**config.mk**
```make
export PLATFORM = sky130hd
export DESIGN_NAME = text_terminal_ctrl
export DESIGN_NICKNAME = d
export VERILOG_FILES = /design/src/rtl/text_terminal_ctrl_pkg.sv /design/src/rtl/term_byte_fifo.sv /design/src/rtl/text_terminal_ctrl.sv
export SDC_FILE = /design/constraint.sdc
export NUM_CORES = 1
export LEC_CHECK = 0
export CAP_MARGIN = 20
export CORE_MARGIN = 3
export CORE_UTILIZATION = 55
export CTS_CLUSTER_DIAMETER = 50
export CTS_CLUSTER_SIZE = 24
export DETAILED_ROUTE_END_ITERATION = 16
export PLACE_DENSITY = 0.81
export SLEW_MARGIN = 20
export SYNTH_ARGS = -nofsm -noshare
export SYNTH_HDL_FRONTEND = slang
export SYNTH_HIERARCHICAL = 1
export SYNTH_SLANG_ARGS = --single-unit
```
**constraint.sdc**
```tcl
create_clock -name Clock -period 3.95 [get_ports Clock]
set_input_delay 1.185 -clock Clock [delete_from_list [all_inputs] [get_ports Clock]]
set_output_delay 1.185 -clock Clock [all_outputs]
set_load 0.05 [all_outputs]
```
**src/rtl/text_terminal_ctrl_pkg.sv**
```systemverilog
// Shared constants and FSM encoding for the UART-driven text terminal controller.
package text_terminal_ctrl_pkg;

    localparam logic [7:0] CMD_NEWLINE   = 8'h0D;
    localparam logic [7:0] CMD_CLEAR     = 8'h0C;
    localparam logic [7:0] CMD_BACKSPACE = 8'h7F;
    localparam logic [7:0] BLANK_GLYPH   = 8'h20;

    localparam int unsigned DEFAULT_COLUMNS   = 80;
    localparam int unsigned DEFAULT_ROWS      = 30;
    localparam logic [7:0]  DEFAULT_ATTRIBUTE = 8'b0111_0000;

    typedef enum logic [1:0] {
        IDLE,
        DECODE,
        WRITE,
        FILL
    } termState_t;

endpackage

```
**src/rtl/term_byte_fifo.sv**
```systemverilog
// Synchronous byte FIFO; a push into a full FIFO succeeds only if a pop happens the same cycle.
module term_byte_fifo #(
    parameter int unsigned DEPTH = 4
) (
    input  logic       Clock,
    input  logic       Reset,
    input  logic       PushValid,
    input  logic [7:0] PushData,
    input  logic       PopReady,
    output logic [7:0] PopData,
    output logic       Full,
    output logic       Empty
);

    localparam int unsigned PTR_W = (DEPTH > 1) ? $clog2(DEPTH) : 1;

    logic [7:0]       mem [DEPTH];
    logic [PTR_W-1:0] rdPtr;
    logic [PTR_W-1:0] wrPtr;
    logic [PTR_W:0]   count;
    logic             doPop;
    logic             doPush;

    assign Full    = (count == (PTR_W+1)'(DEPTH));
    assign Empty   = (count == '0);
    assign PopData = mem[rdPtr];
    assign doPop   = PopReady && !Empty;
    assign doPush  = PushValid && (!Full || doPop);

    always_ff @(posedge Clock) begin
        if (doPush && !Reset) begin
            mem[wrPtr] <= PushData;
        end
    end

    always_ff @(posedge Clock) begin
        if (Reset) begin
            rdPtr <= '0;
            wrPtr <= '0;
            count <= '0;
        end else begin
            if (doPush) wrPtr <= wrPtr + 1'b1;
            if (doPop)  rdPtr <= rdPtr + 1'b1;
            case ({doPush, doPop})
                2'b10:   count <= count + 1'b1;
                2'b01:   count <= count - 1'b1;
                default: count <= count;
            endcase
        end
    end

endmodule

```
**src/rtl/text_terminal_ctrl.sv**
```systemverilog
// Decodes received bytes into TextRAM cell writes: glyphs, colour, newline, backspace, clear.
module text_terminal_ctrl
    import text_terminal_ctrl_pkg::*;
#(
    parameter int unsigned COLUMNS      = DEFAULT_COLUMNS,
    parameter int unsigned ROWS         = DEFAULT_ROWS,
    parameter logic [7:0]  DEFAULT_ATTR = DEFAULT_ATTRIBUTE,
    parameter int unsigned FIFO_DEPTH   = 4
) (
    input  logic        Clock,
    input  logic        Reset,
    input  logic [7:0]  Data_i,
    input  logic        DataValid_i,
    output logic        WrEnable_o,
    output logic [11:0] WrAddress_o,
    output logic [15:0] WrData_o,
    output logic [6:0]  CursorX_o,
    output logic [4:0]  CursorY_o,
    output logic        Busy_o,
    output logic        Overrun_o
);

    localparam logic [6:0]  LAST_COL    = 7'(COLUMNS - 1);
    localparam logic [4:0]  LAST_ROW    = 5'(ROWS - 1);
    localparam logic [11:0] ROW_STRIDE  = 12'(COLUMNS);
    localparam logic [11:0] ROW_LAST    = 12'(COLUMNS - 1);
    localparam logic [11:0] SCREEN_LAST = 12'(COLUMNS * ROWS - 1);

    termState_t  state, nextState;
    logic [7:0]  fifoData;
    logic        fifoEmpty, fifoFull, fifoPop;
    logic [7:0]  cmdByte, attr, wrGlyph;
    logic [6:0]  cursorX;
    logic [4:0]  cursorY;
    logic [11:0] curAddr, rowBase, wrAddr, fillAddr, fillLeft, nextRowBase;
    logic        wrapPending, overrun;
    logic        isColour, isNewline, isClear, isBackspace, bsNoop, atLastCol, atLastRow;

    term_byte_fifo #(.DEPTH(FIFO_DEPTH)) byteFifo (
        .Clock     (Clock),
        .Reset     (Reset),
        .PushValid (DataValid_i && !Reset),
        .PushData  (Data_i),
        .PopReady  (fifoPop),
        .PopData   (fifoData),
        .Full      (fifoFull),
        .Empty     (fifoEmpty)
    );

    assign fifoPop     = (state == IDLE) && !fifoEmpty;
    assign isColour    = cmdByte[7];
    assign isNewline   = (cmdByte == CMD_NEWLINE);
    assign isClear     = (cmdByte == CMD_CLEAR);
    assign isBackspace = (cmdByte == CMD_BACKSPACE);
    assign bsNoop      = isBackspace && (cursorX == '0) && (cursorY == '0);
    assign atLastCol   = (cursorX == LAST_COL);
    assign atLastRow   = (cursorY == LAST_ROW);
    assign nextRowBase = atLastRow ? '0 : rowBase + ROW_STRIDE;

    always_ff @(posedge Clock) begin
        if (Reset) state <= IDLE;
        else       state <= nextState;
    end

    always_comb begin
        nextState = state;
        case (state)
            IDLE:   if (!fifoEmpty) nextState = DECODE;
            DECODE: begin
                if (isColour || bsNoop)      nextState = IDLE;
                else if (isClear || isNewline) nextState = FILL;
                else                         nextState = WRITE;
            end
            WRITE:  nextState = wrapPending ? FILL : IDLE;
            FILL:   if (fillLeft == '0) nextState = IDLE;
            default: nextState = IDLE;
        endcase
    end

    // Cursor/address move when the command is decoded, so they already show the
    // final position during the write(s) that complete the command.
    always_ff @(posedge Clock) begin
        if (Reset) begin
            cmdByte     <= '0;
            attr        <= DEFAULT_ATTR;
            cursorX     <= '0;
            cursorY     <= '0;
            curAddr     <= '0;
            rowBase     <= '0;
            wrAddr      <= '0;
            wrGlyph     <= '0;
            fillAddr    <= '0;
            fillLeft    <= '0;
            wrapPending <= 1'b0;
            overrun     <= 1'b0;
        end else begin
            overrun <= DataValid_i && fifoFull && !fifoPop;
            case (state)
                IDLE: if (fifoPop) cmdByte <= fifoData;
                DECODE: begin
                    if (isColour) begin
                        attr <= {1'b0, cmdByte[6:0]};
                    end else if (isClear) begin
                        attr     <= DEFAULT_ATTR;
                        cursorX  <= '0;
                        cursorY  <= '0;
                        curAddr  <= '0;
                        rowBase  <= '0;
                        fillAddr <= '0;
                        fillLeft <= SCREEN_LAST;
                    end else if (isBackspace) begin
                        if (!bsNoop) begin
                            if (cursorX != '0) begin
                                cursorX <= cursorX - 1'b1;
                            end else begin
                                cursorX <= LAST_COL;
                                cursorY <= cursorY - 1'b1;
                                rowBase <= rowBase - ROW_STRIDE;
                            end
                            curAddr <= curAddr - 1'b1;
                            wrAddr  <= curAddr - 1'b1;
                            wrGlyph <= BLANK_GLYPH;
                        end
                    end else begin
                        if (!isNewline) begin
                            wrAddr  <= curAddr;
                            wrGlyph <= cmdByte;
                        end
                        if (isNewline || atLastCol) begin
                            cursorX     <= '0;
                            cursorY     <= atLastRow ? '0 : cursorY + 1'b1;
                            rowBase     <= nextRowBase;
                            curAddr     <= nextRowBase;
                            fillAddr    <= nextRowBase;
                            fillLeft    <= ROW_LAST;
                            wrapPending <= !isNewline;
                        end else begin
                            cursorX <= cursorX + 1'b1;
                            curAddr <= curAddr + 1'b1;
                        end
                    end
                end
                WRITE: wrapPending <= 1'b0;
                FILL: begin
                    fillAddr <= fillAddr + 1'b1;
                    fillLeft <= fillLeft - 1'b1;
                end
                default: ;
            endcase
        end
    end

    always_comb begin
        WrEnable_o  = 1'b0;
        WrAddress_o = '0;
        WrData_o    = '0;
        if (state == WRITE) begin
            WrEnable_o  = 1'b1;
            WrAddress_o = wrAddr;
            WrData_o    = {attr, wrGlyph};
        end else if (state == FILL) begin
            WrEnable_o  = 1'b1;
            WrAddress_o = fillAddr;
            WrData_o    = {attr, BLANK_GLYPH};
        end
    end

    assign CursorX_o = cursorX;
    assign CursorY_o = cursorY;
    assign Busy_o    = (state != IDLE) || !fifoEmpty;
    assign Overrun_o = overrun;

endmodule

```
==> results by group <==
Synth
  – Ys async rst share: 0%
  – Count leader, synth: dfxtp_1
  – Seq cells post-synth: 139
  – EDFF count, synth: 32
  – Top cells by area, synth: dfxtp_1 28%, edfxtp_1 13%, a21oi_1 4.1%
  – Post-synth top area share: 28.0%
  – Synthesized netlist cell count: 888
  – Primary FF master, synth: dfxtp_1
  – Cell taking the most area after synthesis: dfxtp_1
  – Cell Area, Synth: 7660 um^2
  – Post-synth top cells: 107 x dfxtp_1, 83 x nand2_1, 75 x nor2_1
  – Seq/Total Area, Yosys: 40.5%
  – Avg Cell Area, Syn: 8.63 um^2
  – Unique masters post-synth: 80
  – YS warnings: 6

Power
  – Maximum VDD drop: 335 uV
  – Pwr Density: 505 nW/um^2
  – P_leak: 3.01 nW

Clock tree
  – Resize count post-CTS: 0
  – Post-CTS setup buffers: 0
  – Clock-pin slew on the worst setup and hold paths: 0.06 ns
  – Hold_buf cts: 0
  – Worst skew pair latency: 0.43 ns
  – CTS Buf Count: 17
  – Clk root buf: clkbuf_16
  – CTS tree: built
  – Max Root-Sink Buffers: 2
  – Total clock sinks: 139
  – # H-tree levels: 4

Global route
  – Antenna violations before repair: 0
  – First-pass GRT wire length: 31,800 um
  – GRT Total Usage: 26.4%
  – Pin count of the biggest net entering global routing: 55
  – Total grt overflow: 0
  – Vias in the first global route: 6,375

Worst setup path
  – Worst setup SP type: flop
  – Worst EP required: 2.76 ns
  – Crit path DAT: 2.45 ns
  – Endpoint class of the critical path: output port
  – Critical path class: reg2out
  – CP max FO: 14

Final layout
  – Final Core Density: 65.3%
  – Area Overhead vs Synth: 14.7%
  – ANT cells: 0
  – Fin nets: 937
  – Layout cells sized above 1: 8.25%
  – Cell Count, Final, Fillers Out: 1,097

Drt
  – DRT Wirelength: 19,300 um
  – Detailed-route wire length per cell: 17.6 um
  – Vias: 6,839
  – Remaining antenna violation count: 0
  – Initial drt markers: 807
  – First drt pass iteration count: 5
  – Via density: 6.23
  – DRC viols: 0

STA
  – Unrepaired setup endpoints after global routing: no
  – Final Hold Fails: 0
  – Fin crit share: 91.9%
  – Max-slew headroom: 50.3%
  – Setup Skew: 0.00626 ns
  – Crit path time final: 3.63 ns
  – Worst Tran Pin Value: 0.745 ns
  – Worst setup margin: 0.318 ns
  – Setup violations, final: 0
  – Post-Route Setup TNS: 0 ns
  – Slew Limit Fails: 0
  – FMAX: 0.275 GHz

Placed design
  – Placed insts: 1,065
  – Port Buf Inserts: 51
  – RePlAce Congestion: 0.894
  – Dpl hpwl: 13,000 um
  – Place WS: 0.532 ns

Die
  – Core Footprint: 13,500 um^2
  – Die area: 15,400 um^2
  – Row cnt: 42
  – I/O pin total: 54
  – Die height: 124 um
  – Die W: 124 um
  – Initial Util: 56.9%

Run
  – Max Cap Viol: 0

Outcome
  – Status: finished, final reports clean

Hold path
  – HP Class: reg2reg
-- power breakdown --
part	total (mW)	internal [mW]	leakage, nW	switching (mW)
combinational	1.12	0.412	1.57	0.703
sequential	1.73	1.57	1.15	0.158
clock	1.59	0.909	0.283	0.686
total	4.44	2.89	3.01	1.55
-- area by class of cell --
type / instances / area, um^2
fill: 1090 / 4660
multi-input combinational: 658 / 4160
sequential: 139 / 3100
timing repair buffer: 67 / 626
clock buffer: 18 / 439
tap: 176 / 220
clock inverter: 14 / 153
inverter: 25 / 93.8
-- logic make-up (layout without fill, tap and decap cells) --
group	after synthesis	count (layout)	synth area share (%)
AOI/OAI and AO/OA	230	230	18.9
xor gates and xnor gates	34	34	3.89
adders and majority gates	18	18	3.04
buffers and inverters	92	124	5.41
DFF	139	139	40.5
muxes	25	25	4.64
other	1	2	0.0489
and+or+nand+nor	349	349	23.6
-- flip-flops by register name (all words and copies together), names as in the netlist, named ones only --
signal,flops
attr,7
wrAddr,12
state,2
byteFifo/count,3
Overrun_o,1
byteFifo/mem,32
cmdByte,8
byteFifo/wrPtr,2
fillAddr,12
rowBase,12
fillLeft,12
CursorY_o,5
CursorX_o,7
wrapPending,1
wrGlyph,7
byteFifo/rdPtr,2
curAddr,12
-- critical path, cell delays in order, from the launching register on --
cell and delay (ns):
dfxtp_1 0.57, nor2b_1 0.45, and2_1 0.20, clkdlybuf4s50_1 0.80
-- worst paths after layout --
| kind | startpoint | slack (ns) | cells after the start | endpoint |
|---|---|---|---|---|
| setup / recovery | state[1] | 0.32 | 3 | WrData_o[4] |
| hold / removal | wrGlyph[3] | 0.45 | 2 | wrGlyph[3] |
| setup reg to reg | byteFifo/count[0] | 0.74 | 11 | byteFifo/count[2] |
| hold reg to reg | wrGlyph[3] | 0.45 | 2 | wrGlyph[3] |
-- through the flow --
| step | total power [mW] | hold slack (ns) | instance area [um^2] |
|---|---|---|---|
| finish | 4.44 | 0.454 | 8790 |
| CTS | 4.43 | 0.457 | 8780 |
| global placement | 2.82 | 0.443 | 8190 |
| floorplan | 2.57 | 0.427 | 7660 |
| global route | 4.63 | 0.472 | 8790 |
| detailed placement | 2.85 | 0.446 | 8190 |
-- layer usage --
| metal | share of wire [%] | vias to the layer above | track usage [%] |
|---|---|---|---|
| met5 | 0 | - | 0 |
| met4 | 2.7 | 0 | 12.3 |
| met3 | 7.7 | 50 | 5.54 |
| met2 | 46 | 318 | 41.4 |
| met1 | 44 | 3207 | 35.1 |
| li1 | - | 3264 | - |
-- cells in the final DEF (no fill, tap or decap), types with 8 or more instances in the layout --
cell / count
or3_1: 15
a31oi_1: 11
ha_1: 17
o21ai_0: 63
nor3_1: 28
clkdlybuf4s50_1: 50
clkbuf_16: 17
o22ai_1: 8
inv_1: 24
a221oi_1: 8
buf_4: 16
mux2i_1: 16
a211oi_1: 21
nor4_1: 10
a21oi_1: 63
xnor2_1: 19
nor2b_1: 19
and2_1: 21
mux4_2: 8
nand4_1: 12
edfxtp_1: 32
nand2_1: 83
nand3_1: 38
xor2_1: 15
dfxtp_1: 107
nor2_1: 74
nor3b_1: 8
No activity file was read; power rests on OpenSTA's default activity.
